$ cat config.mk
export PLATFORM = sky130hd
export DESIGN_NAME = alu_controller_seq_flat
export DESIGN_NICKNAME = d
export VERILOG_FILES = /design/src/rtl/alu_controller_seq_if.sv /design/src/rtl/alu_controller_seq.sv /design/src/flat_wrapper.sv
export SDC_FILE = /design/constraint.sdc
export NUM_CORES = 1
export LEC_CHECK = 0
export ABC_CLOCK_PERIOD_IN_PS = 1800
export CELL_PAD_IN_SITES_DETAIL_PLACEMENT = 1
export CELL_PAD_IN_SITES_GLOBAL_PLACEMENT = 1
export CORE_MARGIN = 1.5
export CORE_UTILIZATION = 25
export DETAILED_ROUTE_END_ITERATION = 8
export PLACE_DENSITY = 0.6
export RECOVER_POWER = 25
export SLEW_MARGIN = 25
export SYNTH_ARGS = -nofsm -noshare
export SYNTH_HDL_FRONTEND = slang
export SYNTH_SLANG_ARGS = --single-unit
$ cat constraint.sdc
create_clock -name clk -period 1.8 [get_ports clk]
set_input_delay 0.36 -clock clk [delete_from_list [all_inputs] [get_ports clk]]
set_output_delay 0.36 -clock clk [all_outputs]
set_load 0.005 [all_outputs]
$ cat src/rtl/alu_controller_seq_if.sv
// ID/EX-to-EX bundle for the ALU controller: decode fields and flush in,
// registered op code and mul/div sequencing handshake out.
interface alu_controller_seq_if #(
  parameter int OP_W = 5
);
  logic            flush_i;
  logic            valid_i;
  logic [1:0]      ALUOp;
  logic [2:0]      Funct3;
  logic [6:0]      Funct7;
  logic [OP_W-1:0] Operation;
  logic            illegal_o;
  logic            md_start;
  logic            md_busy;
  logic            md_done;
  logic            stall_o;

  modport master (
    output flush_i, valid_i, ALUOp, Funct3, Funct7,
    input  Operation, illegal_o, md_start, md_busy, md_done, stall_o
  );

  modport slave (
    input  flush_i, valid_i, ALUOp, Funct3, Funct7,
    output Operation, illegal_o, md_start, md_busy, md_done, stall_o
  );
endinterface

$ cat src/rtl/alu_controller_seq.sv
// RV32I/M ALU controller: decodes ALUOp/Funct3/Funct7 into a registered EX op code
// and sequences multi-cycle mul/div ops with an occupancy counter.
module alu_controller_seq #(
  parameter int OP_W    = 5,
  parameter int EN_M    = 1,
  parameter int MUL_LAT = 4,
  parameter int DIV_LAT = 33
) (
  input  logic                 clk,
  input  logic                 reset,
  alu_controller_seq_if.slave  bus
);

  localparam int MAX_LAT = (MUL_LAT > DIV_LAT) ? MUL_LAT : DIV_LAT;
  localparam int CNT_W   = $clog2(MAX_LAT + 1);

  localparam logic [CNT_W-1:0] MUL_CNT = CNT_W'(MUL_LAT - 1);
  localparam logic [CNT_W-1:0] DIV_CNT = CNT_W'(DIV_LAT - 1);

  localparam logic [OP_W-1:0] OP_AND  = OP_W'(0);
  localparam logic [OP_W-1:0] OP_SUB  = OP_W'(1);
  localparam logic [OP_W-1:0] OP_ADD  = OP_W'(2);
  localparam logic [OP_W-1:0] OP_OR   = OP_W'(3);
  localparam logic [OP_W-1:0] OP_XOR  = OP_W'(4);
  localparam logic [OP_W-1:0] OP_SLL  = OP_W'(5);
  localparam logic [OP_W-1:0] OP_SRL  = OP_W'(6);
  localparam logic [OP_W-1:0] OP_SRA  = OP_W'(7);
  localparam logic [OP_W-1:0] OP_BEQ  = OP_W'(8);
  localparam logic [OP_W-1:0] OP_BNE  = OP_W'(9);
  localparam logic [OP_W-1:0] OP_BLT  = OP_W'(10);
  localparam logic [OP_W-1:0] OP_BGE  = OP_W'(11);
  localparam logic [OP_W-1:0] OP_BLTU = OP_W'(12);
  localparam logic [OP_W-1:0] OP_BGEU = OP_W'(13);
  localparam logic [OP_W-1:0] OP_SLT  = OP_W'(14);
  localparam logic [OP_W-1:0] OP_SLTU = OP_W'(15);
  localparam logic [OP_W-1:0] OP_MUL  = OP_W'(16);

  localparam logic [6:0] F7_BASE = 7'b0000000;
  localparam logic [6:0] F7_ALT  = 7'b0100000;
  localparam logic [6:0] F7_MD   = 7'b0000001;

  typedef enum logic {
    S_IDLE,
    S_BUSY
  } state_e;

  state_e          state_q, state_d;
  logic [CNT_W-1:0] cnt_q, cnt_d;
  logic [OP_W-1:0] op_q, op_d;
  logic            ill_q, ill_d;
  logic            start_q, start_d;

  logic [OP_W-1:0] dec_op;
  logic            dec_ill;
  logic            dec_mul;
  logic            dec_div;
  logic            accept;

  // Funct7=0000000 register/immediate ALU map shared by R-type and I-type.
  function automatic logic [OP_W-1:0] std_op(input logic [2:0] f3);
    logic [OP_W-1:0] r;
    case (f3)
      3'b000:  r = OP_ADD;
      3'b001:  r = OP_SLL;
      3'b010:  r = OP_SLT;
      3'b011:  r = OP_SLTU;
      3'b100:  r = OP_XOR;
      3'b101:  r = OP_SRL;
      3'b110:  r = OP_OR;
      default: r = OP_AND;
    endcase
    return r;
  endfunction

  always_comb begin
    dec_op  = OP_ADD;
    dec_ill = 1'b0;
    dec_mul = 1'b0;
    dec_div = 1'b0;
    case (bus.ALUOp)
      2'b00: dec_op = OP_ADD;
      2'b01: begin
        case (bus.Funct3)
          3'b000:  dec_op = OP_BEQ;
          3'b001:  dec_op = OP_BNE;
          3'b100:  dec_op = OP_BLT;
          3'b101:  dec_op = OP_BGE;
          3'b110:  dec_op = OP_BLTU;
          3'b111:  dec_op = OP_BGEU;
          default: dec_ill = 1'b1;
        endcase
      end
      2'b10: begin
        if (bus.Funct7 == F7_BASE) begin
          dec_op = std_op(bus.Funct3);
        end else if (bus.Funct7 == F7_ALT) begin
          case (bus.Funct3)
            3'b000:  dec_op = OP_SUB;
            3'b101:  dec_op = OP_SRA;
            default: dec_ill = 1'b1;
          endcase
        end else if (bus.Funct7 == F7_MD && EN_M != 0) begin
          // MUL..REMU occupy 16..23 in Funct3 order; bit 2 splits mul from div.
          dec_op  = OP_MUL | OP_W'(bus.Funct3);
          dec_mul = ~bus.Funct3[2];
          dec_div = bus.Funct3[2];
        end else begin
          dec_ill = 1'b1;
        end
      end
      default: begin
        case (bus.Funct3)
          3'b000: dec_op = OP_ADD;
          3'b001: begin
            if (bus.Funct7 == F7_BASE) dec_op = OP_SLL;
            else                       dec_ill = 1'b1;
          end
          3'b101: begin
            if (bus.Funct7 == F7_BASE)     dec_op = OP_SRL;
            else if (bus.Funct7 == F7_ALT) dec_op = OP_SRA;
            else                           dec_ill = 1'b1;
          end
          default: dec_op = std_op(bus.Funct3);
        endcase
      end
    endcase
    if (dec_ill) dec_op = OP_ADD;
  end

  // A new op is taken when EX is free or finishing its last mul/div cycle.
  assign accept = !bus.flush_i && ((state_q == S_IDLE) || (cnt_q == '0));

  always_comb begin
    state_d = state_q;
    cnt_d   = cnt_q;
    op_d    = op_q;
    ill_d   = ill_q;
    start_d = 1'b0;
    if (bus.flush_i) begin
      state_d = S_IDLE;
      cnt_d   = '0;
      op_d    = OP_ADD;
      ill_d   = 1'b0;
    end else if (accept) begin
      state_d = S_IDLE;
      cnt_d   = '0;
      if (bus.valid_i) begin
        op_d  = dec_op;
        ill_d = dec_ill;
        if (dec_mul) begin
          state_d = S_BUSY;
          cnt_d   = MUL_CNT;
          start_d = 1'b1;
        end else if (dec_div) begin
          state_d = S_BUSY;
          cnt_d   = DIV_CNT;
          start_d = 1'b1;
        end
      end else begin
        op_d  = OP_ADD;
        ill_d = 1'b0;
      end
    end else begin
      cnt_d = cnt_q - CNT_W'(1);
    end
  end

  always_ff @(posedge clk) begin
    if (reset) begin
      state_q <= S_IDLE;
      cnt_q   <= '0;
      op_q    <= OP_ADD;
      ill_q   <= 1'b0;
      start_q <= 1'b0;
    end else begin
      state_q <= state_d;
      cnt_q   <= cnt_d;
      op_q    <= op_d;
      ill_q   <= ill_d;
      start_q <= start_d;
    end
  end

  assign bus.Operation = op_q;
  assign bus.illegal_o = ill_q;
  assign bus.md_start  = start_q;
  assign bus.md_busy   = (state_q == S_BUSY);
  assign bus.md_done   = (state_q == S_BUSY) && (cnt_q == '0);
  assign bus.stall_o   = (state_q == S_BUSY) && (cnt_q != '0);

endmodule

$ cat src/flat_wrapper.sv
// flat-port wrapper written by rule: the top's interface ports become plain ports
module alu_controller_seq_flat 
#(
  parameter int OP_W    = 5,
  parameter int EN_M    = 1,
  parameter int MUL_LAT = 4,
  parameter int DIV_LAT = 33
)
  (clk, reset, bus_flush_i, bus_valid_i, bus_ALUOp, bus_Funct3, bus_Funct7, bus_Operation, bus_illegal_o, bus_md_start, bus_md_busy, bus_md_done, bus_stall_o);
  alu_controller_seq_if #(.OP_W(OP_W)) bus_i ();
  input  logic clk;
  input  logic reset;
  input wire logic [$bits(bus_i.flush_i)-1:0] bus_flush_i;
  input wire logic [$bits(bus_i.valid_i)-1:0] bus_valid_i;
  input wire logic [$bits(bus_i.ALUOp)-1:0] bus_ALUOp;
  input wire logic [$bits(bus_i.Funct3)-1:0] bus_Funct3;
  input wire logic [$bits(bus_i.Funct7)-1:0] bus_Funct7;
  output wire logic [$bits(bus_i.Operation)-1:0] bus_Operation;
  output wire logic [$bits(bus_i.illegal_o)-1:0] bus_illegal_o;
  output wire logic [$bits(bus_i.md_start)-1:0] bus_md_start;
  output wire logic [$bits(bus_i.md_busy)-1:0] bus_md_busy;
  output wire logic [$bits(bus_i.md_done)-1:0] bus_md_done;
  output wire logic [$bits(bus_i.stall_o)-1:0] bus_stall_o;
  assign bus_i.flush_i = bus_flush_i;
  assign bus_i.valid_i = bus_valid_i;
  assign bus_i.ALUOp = bus_ALUOp;
  assign bus_i.Funct3 = bus_Funct3;
  assign bus_i.Funct7 = bus_Funct7;
  assign bus_Operation = bus_i.Operation;
  assign bus_illegal_o = bus_i.illegal_o;
  assign bus_md_start = bus_i.md_start;
  assign bus_md_busy = bus_i.md_busy;
  assign bus_md_done = bus_i.md_done;
  assign bus_stall_o = bus_i.stall_o;
  alu_controller_seq #(.OP_W(OP_W), .EN_M(EN_M), .MUL_LAT(MUL_LAT), .DIV_LAT(DIV_LAT)) u_core (.clk(clk), .reset(reset), .bus(bus_i));
endmodule
==> impl_metrics.json, run 1 <==
{
  "max_freq_mhz": 522,
  "min_path_type": "flop to flop",
  "status": "finished with violations",
  "grt_overflow": 0,
  "hpwl_mm": 2.61,
  "cts.path.max_buffers": 2,
  "slew_headroom": 0.790,
  "cap_viol_max_count": 0,
  "hold_buffers": 0,
  "worst_pin_slew_ps": 314,
  "fin_crit_ps": 1920,
  "die_area_um2": 4510,
  "rsz0062_at_grt": "yes",
  "insertion_delay_ps": 250,
  "insertedDiodeCount": 0,
  "grt_max_degree": 14,
  "root_buffer": "clkbuf_8",
  "htree_num_levels": 1,
  "antenna_found_initial": 0,
  "stdcell_count": 249,
  "drtIter0Drc": 30,
  "async_reset_ff_frac": 0,
  "final.fill_count": 483,
  "fin_crit_sh": 1.06,
  "synth_fp_nets": 152,
  "power_density_nw_per_um2": 487,
  "cp_slowest_cell": "or4_4",
  "multiInputGateArea_um2": 825,
  "dp.cells": 235,
  "grt_pass1_vias": 1266,
  "utilization": 0.461,
  "grt_pass1_wl_mm": 5.64,
  "drt-pass1-iter-count": 4,
  "ir_drop_mv": 0.236,
  "drt-total-wl_mm": 3.56,
  "p_leak_nw": 0.719,
  "vias": 1236,
  "setup_tns_ps": -353,
  "path_clk_slew_ps": 60,
  "die_w_um": 67.1,
  "antenna_left": 0,
  "avgSynthCellArea_um2": 7.62,
  "yosysWarnings": 0,
  "crit_type": "flop to flop",
  "viasPerCell": 4.96,
  "timing.final.ws_setup_ps": -116,
  "ys_seq_area_frac": 0.273,
  "final_nets": 217,
  "crit_path_end_kind": "flop",
  "violations": "setup timing",
  "cts_tree": "done",
  "cts.sinks": 14,
  "ys_top_cells_by_area": "dfxtp_1, nor2_1, nand2_1",
  "cpPeakStageDelay_ps": 470,
  "final-hold-violation-count": 0,
  "syn_inst": 135,
  "finalSetupViolCount": 4,
  "grt_use_total": 0.164,
  "wire_per_inst_um": 14.3,
  "final_cell_mix": "buf_4, clkdlybuf4s50_1, nor2_1",
  "area_growth_pct": 78.0,
  "critPathMostFrequentCell": "buf_6",
  "clock-skew-final_ps": 0.313,
  "core_um2": 3970,
  "regArea_um2": 283,
  "drive_gt1_frac": 0.417,
  "synth_cell_types": 50,
  "synth.largest_area_cell": "dfxtp_1",
  "layout_commonest_cell": "buf_4",
  "cts_buffers": 3,
  "worstPathCellList": "inv_2 > ha_4 > nor3b_4 > buf_6 > a21boi_4 > buf_6 > or4_4 > o22ai_2 > and2_1",
  "ys.flop_type": "dfxtp_1",
  "slew_violations": 0,
  "row_count": 23,
  "drc": 0,
  "gp_congestion": 0.856,
  "synth_edf_count": 0,
  "die_h_um": 67.1,
  "cp.arrival_ps": 2110,
  "portBuffers": 25,
  "critPathLaunchType": "flop",
  "crit_required_ps": 2000,
  "synth_top_area_share": 0.273,
  "synth-seq-cells": 14,
  "synth_area_um2": 1030,
  "cp_max_fo": 5,
  "pin_count": 26,
  "start_util": 0.259
}
[state kept, by name (all words and copies together), names as in the netlist]
register              count
u_core.bus.illegal_o      1
u_core.bus.md_start       1
u_core.cnt_q              6
u_core.bus.Operation      5
u_core.bus.md_busy        1
[final cells by class]
| type | instances | share of cell area |
|---|---|---|
| Tap cell | 50 | 0.0342 |
| Timing Repair Buffer | 67 | 0.316 |
| Inverter | 6 | 0.0144 |
| Multi-Input combinational cell | 108 | 0.450 |
| Sequential cell | 14 | 0.154 |
| Clock buffer | 4 | 0.0301 |
[layer usage]
layer / GRT usage / up-vias / wire length [um]
li1: - / 624 / -
met1: 0.185 / 583 / 1540
met2: 0.314 / 24 / 1890
met3: 0.0100 / 5 / 88
met4: 0.0689 / 0 / 48
met5: 0 / - / 0
[repair_timing]
item                                    in CTS  in global routing
setup buffers                                5                  6
pin swaps                                    6                 10
endpoints found under the setup margin       5                 13
gates resized for setup                     15                 30
[where the power goes]
group / switching (mW) / internal, mW / leakage, nW / total (mW)
logic: 0.119 / 0.145 / 0.576 / 0.264
clock network: 0.116 / 0.194 / 0.0288 / 0.310
registers: 0.00351 / 0.315 / 0.114 / 0.319
[Yosys cell counts, types with 2 or more instances]
master,n
nor2_1,18
o211ai_1,2
nor3_1,4
clkbuf_1,3
o21a_1,4
buf_2,3
nor2b_1,4
nand3_1,6
a31o_2,2
and3_1,2
o32ai_1,2
o22ai_1,3
a211oi_1,3
o31ai_1,2
inv_1,6
or2_2,3
a21oi_1,6
and2_1,2
o21ai_0,3
dfxtp_1,14
xnor2_1,4
nand2_1,11
[metrics by stage]
stage               hold slack (ps)  setup WS, ps  instance area [um2]  power [mW]
global route                    498          -195                 1830       0.938
detailed placement              467          -270                 1540       0.537
floorplan                       432          75.8                 1030       0.420
finish                          464          -116                 1830       0.892
global placement                446          -241                 1540       0.531
CTS                             474         -40.4                 1680       0.862
[kinds of logic (layout without fill, tap and decap cells)]
family,after synthesis,in the layout,share of synthesized area
buffers and inverters,13,77,0.0584
AO/OA/AOI/OAI,37,37,0.260
multiplexers,1,1,0.00973
XOR/XNOR,5,5,0.0426
flip-flops,14,14,0.273
adder cells (fa/ha/maj),1,1,0.0122
AND/OR/NAND/NOR,64,64,0.344
[worst max-delay path: cells and delay by family (launching register included)]
| family | cells | cell delay [ps] |
|---|---|---|
| AOI/OAI and AO/OA | 2 | 240 |
| buffers and inverters | 3 | 330 |
| adders and majority gates | 1 | 130 |
| and+or+nand+nor | 3 | 820 |
| DFF | 1 | 330 |
[path summary, 6_finish.rpt]
path / start / to / slack (ps) / depth (start not counted)
max: u_core.cnt_q[1] / u_core.cnt_q[5] / -120 / 9
min: u_core.bus.Operation[4] / u_core.bus.Operation[4] / 460 / 2
max reg2reg: u_core.cnt_q[1] / u_core.cnt_q[5] / -120 / 9
min reg2reg: u_core.bus.Operation[4] / u_core.bus.Operation[4] / 460 / 2
(Power assumes the default switching activity.)
==> run 2, diff against run 1 <==
TNS_END_PERCENT = 30   (was unset)
==> impl_metrics.json, run 2 (synthesis results as in run 1) <==
{
  "status": "finished with violations",
  "violations": "setup timing",
  "die_w_um": 67.1,
  "final_nets": 210,
  "timing.final.ws_setup_ps": -98.4,
  "hold_ws_ps": 465,
  "cts.sinks": 14,
  "finalSetupViolCount": 4,
  "cp.arrival_ps": 2090,
  "slew_violations": 0,
  "path_clk_slew_ps": 60,
  "cp_max_fo": 5,
  "grt_pass1_vias": 1220,
  "worst_pin_slew_ps": 368,
  "critPathLaunchType": "flop",
  "drt-total-wl_mm": 3.32,
  "power_density_nw_per_um2": 505,
  "cts.path.max_buffers": 2,
  "antenna_left": 0,
  "viasPerCell": 5.02,
  "wire_per_inst_um": 13.7,
  "drt-pass1-iter-count": 4,
  "hpwl_mm": 2.61,
  "place_ws_ps": -270,
  "start_util": 0.259,
  "die_area_um2": 4510,
  "drc": 0,
  "fin_crit_sh": 1.05,
  "largest_register": "u_core.cnt_q",
  "htree_num_levels": 1,
  "fin_crit_ps": 1900,
  "drtIter0Drc": 29,
  "layout_commonest_cell": "buf_4",
  "antenna_found_initial": 0,
  "drive_gt1_frac": 0.323,
  "slew_headroom": 0.755,
  "reg2reg_depth": 9,
  "crit_path_end_kind": "flop",
  "insertedDiodeCount": 0,
  "portBuffers": 25,
  "core_um2": 3970,
  "insertion_delay_ps": 250,
  "grt_pass1_wl_mm": 5.42,
  "cts_tree": "done",
  "grt_use_total": 0.157,
  "clock-skew-final_ps": 1.79,
  "vias": 1214,
  "grt_overflow": 0,
  "crit_required_ps": 2000,
  "gp_congestion": 0.856,
  "grt_max_degree": 14,
  "min_path_cells": 2,
  "cts_buffers": 3,
  "ir_drop_mv": 0.231,
  "rsz0062_at_grt": "yes",
  "max_freq_mhz": 527,
  "p_leak_nw": 0.683,
  "final-hold-violation-count": 0,
  "final_cell_mix": "buf_4, clkdlybuf4s50_1, nor2_1",
  "row_count": 23,
  "root_buffer": "clkbuf_8",
  "area_growth_pct": 64.8,
  "cap_viol_max_count": 0,
  "largest_reg_flops": 6,
  "die_h_um": 67.1,
  "hold_buffers": 0,
  "pin_count": 26,
  "min_path_type": "flop to flop",
  "crit_type": "flop to flop"
}
[run 2: cell count changes in the layout (fill, tap and decap cells not counted), sizes merged]
| cell | previous run | this run |
|---|---|---|
| clkdlybuf4s50 | 20 | 19 |
| buf | 43 | 35 |
| clkinvlp | 1 | 0 |
| dlymetal6s2s | 0 | 1 |
| dlygate4sd2 | 0 | 1 |
| inv | 5 | 6 |
[run 2: path summary, 6_finish.rpt]
check | to | from | slack (ps)
min reg2reg | u_core.bus.Operation[3] | u_core.bus.Operation[3] | 470
max reg2reg | u_core.cnt_q[5] | u_core.cnt_q[0] | -100
max | u_core.cnt_q[5] | u_core.cnt_q[0] | -100
min | u_core.bus.Operation[3] | u_core.bus.Operation[3] | 470
[run 2: critical path, stage by stage, from the launching register on]
cell and delay, ps:
dfxtp_2 320, inv_2 60, ha_4 130, nor3b_4 240, buf_6 140, a21boi_4 60
buf_6 130, or4_4 470, o22ai_2 150, and2_1 130
[run 2: metal layers]
layer / vias up / wire, um / track usage
li1: 611 / - / -
met1: 574 / 1470 / 0.180
met2: 24 / 1700 / 0.301
met3: 5 / 95 / 0.0100
met4: 0 / 54 / 0.0612
met5: - / 0 / 0
[run 2: through the flow]
step                      instance area (um2)  power (mW)  setup TNS [ps]  cells   util
after floorplan                          1030       0.420               0    135      -
after global placement                   1540       0.531           -2010    235  0.389
after detailed placement                 1540       0.537           -2430    235  0.389
after CTS                                1630       0.854            -399    241  0.410
after global routing                     1700       0.903           -1110    242  0.427
final                                    1700       0.857            -253    242  0.427
[run 2: layout make-up]
type | count | area [um2]
inverter | 6 | 22.5
tap | 50 | 62.6
clock buffer | 4 | 55.1
fill | 492 | 2280
sequential | 14 | 283
timing repair buffer | 60 | 520
multi-input combinational | 108 | 752
[run 2: power breakdown]
group	internal [mW]	total, mW	leakage, nW	switching [mW]
Clock	0.194	0.309	0.0288	0.115
Sequential	0.315	0.318	0.114	0.00327
Combinational	0.125	0.230	0.540	0.105
Total	0.634	0.857	0.683	0.223
[run 2: what timing repair did]
item	4_1_cts	5_1_grt
pin swaps	3	2
resized for setup	7	18
setup endpoints to repair	5	13
setup buffers	2	1
==> run 3, diff against run 2 <==
GPL_TIMING_DRIVEN = 0   (was unset)
REMOVE_ABC_BUFFERS = 1   (was unset)
==> impl_metrics.json, run 3 (synthesis results as in run 1) <==
{
  "start_util": 0.259,
  "area_growth_pct": 51.6,
  "hold_ws_ps": 457,
  "grt_max_degree": 18,
  "cts.path.max_buffers": 2,
  "slew_headroom": 0.637,
  "portBuffers": 25,
  "root_buffer": "clkbuf_8",
  "largest_register": "u_core.cnt_q",
  "ir_drop_mv": 0.184,
  "cp_slowest_cell": "or4_4",
  "place_ws_ps": -579,
  "gp_congestion": 0.810,
  "cp_max_fo": 4,
  "antenna_left": 0,
  "fin_crit_sh": 1.01,
  "viasPerCell": 5.27,
  "timing.final.ws_setup_ps": -11.6,
  "power_density_nw_per_um2": 525,
  "status": "finished with violations",
  "p_leak_nw": 0.595,
  "drt-total-wl_mm": 3.27,
  "final_cell_mix": "nor2_1, buf_4, dfxtp_1",
  "worst_pin_slew_ps": 545,
  "crit_type": "primary input to flop",
  "drtIter0Drc": 28,
  "power_mw": 0.818,
  "hold_end": "u_core.bus.Operation[4]",
  "core_um2": 3970,
  "wl_met1_mm": 1.41,
  "clock-skew-final_ps": 2.02,
  "r2r_slack_ps": 10,
  "critPathLaunchType": "primary input",
  "route.met2.wl_mm": 1.71,
  "cts_tree": "done",
  "die_h_um": 67.1,
  "cts_buffers": 3,
  "fin_crit_ps": 1810,
  "reg2reg_depth": 8,
  "htree_num_levels": 1,
  "slew_violations": 0,
  "final_nets": 188,
  "cts.sinks": 14,
  "rr_startpoint": "u_core.cnt_q[0]",
  "grt_overflow": 0,
  "min_path_type": "flop to flop",
  "cpPeakStageDelay_ps": 550,
  "worstPathCellList": "clkdlybuf4s50_1 > nor2_4 > nand3_2 > or4_4 > o22ai_2 > and2_1",
  "finalSetupViolCount": 2,
  "largest_reg_flops": 6,
  "die_area_um2": 4510,
  "min_path_cells": 2,
  "row_count": 23,
  "pin_count": 26,
  "rsz0062_at_grt": "yes",
  "violations": "setup timing",
  "insertedDiodeCount": 0,
  "final-hold-violation-count": 0,
  "path_clk_slew_ps": 60,
  "crit_required_ps": 1980,
  "grt_pass1_wl_mm": 5.44,
  "drc": 0,
  "antenna_found_initial": 0,
  "layout_commonest_cell": "nor2_1",
  "wl_met3_um": 135,
  "vias": 1159,
  "cap_viol_max_count": 0,
  "drive_gt1_frac": 0.276,
  "max_freq_mhz": 552,
  "grt_use_total": 0.154,
  "die_w_um": 67.1,
  "min_from": "u_core.bus.Operation[4]",
  "wire_per_inst_um": 14.9,
  "grt_pass1_vias": 1217,
  "drt-pass1-iter-count": 4,
  "hpwl_mm": 2.32,
  "insertion_delay_ps": 240,
  "crit_path_end_kind": "flop",
  "cp.arrival_ps": 2000,
  "reg2reg_to": "u_core.cnt_q[5]",
  "routed.top_layer": "met4"
}
## run 3: metal layers
layer / global-route usage / vias up
li1: - / 567
met1: 0.189 / 566
met4: 0.0485 / 0
met2: 0.280 / 24
met3: 0.0167 / 2
met5: 0 / -
## run 3: report_power, final
| part | leakage, nW | switching, mW | total [mW] | internal (mW) |
|---|---|---|---|---|
| registers | 0.114 | 0.00311 | 0.318 | 0.315 |
| logic | 0.452 | 0.108 | 0.197 | 0.0894 |
| clock network | 0.0288 | 0.109 | 0.302 | 0.193 |
| total | 0.595 | 0.220 | 0.818 | 0.598 |
## run 3: repair_timing
| item | 4_1_cts | 5_1_grt |
|---|---|---|
| buffers inserted | 8 | 5 |
| pin swaps | 8 | 7 |
| resized for setup | 29 | 17 |
| setup endpoints to repair | 13 | 13 |
| hold buffers | 0 | 0 |
## run 3: critical path, delay by kind of cell
family | cells | cell delay (ps)
buffers and inverters | 1 | 490
AND/OR/NAND/NOR | 4 | 980
AO/OA/AOI/OAI | 1 | 150
## run 3: worst max-delay path by stage
stage                          from                 endpoint  slack, ps  cells past startpoint
finish                bus_Funct7[6]          u_core.cnt_q[5]        -10                      6
global route        u_core.cnt_q[0]          u_core.cnt_q[5]        -60                      8
detailed placement    bus_Funct3[2]     u_core.bus.illegal_o       -580                      6
CTS                 u_core.cnt_q[1]          u_core.cnt_q[5]        -90                      8
floorplan           u_core.cnt_q[0]          u_core.cnt_q[5]          8                      7
global placement      bus_Funct7[0]  u_core.bus.Operation[1]       -540                      6
## run 3: cell type report
class / count / area [um2]
Fill cell: 487 / 2410
Multi-Input combinational cell: 108 / 796
Timing Repair Buffer: 38 / 340
Sequential cell: 14 / 283
Tap cell: 50 / 62.6
Clock buffer: 4 / 55.1
Inverter: 6 / 22.5
## run 3: stage by stage
stage	instances	util	setup TNS, ps	instance area [um2]
after detailed placement	203	0.328	-6070	1300
after CTS	215	0.371	-363	1470
final	220	0.393	-13.8	1560
after global placement	203	0.328	-5510	1300
after global routing	220	0.393	-326	1560
after floorplan	128	-	0	991
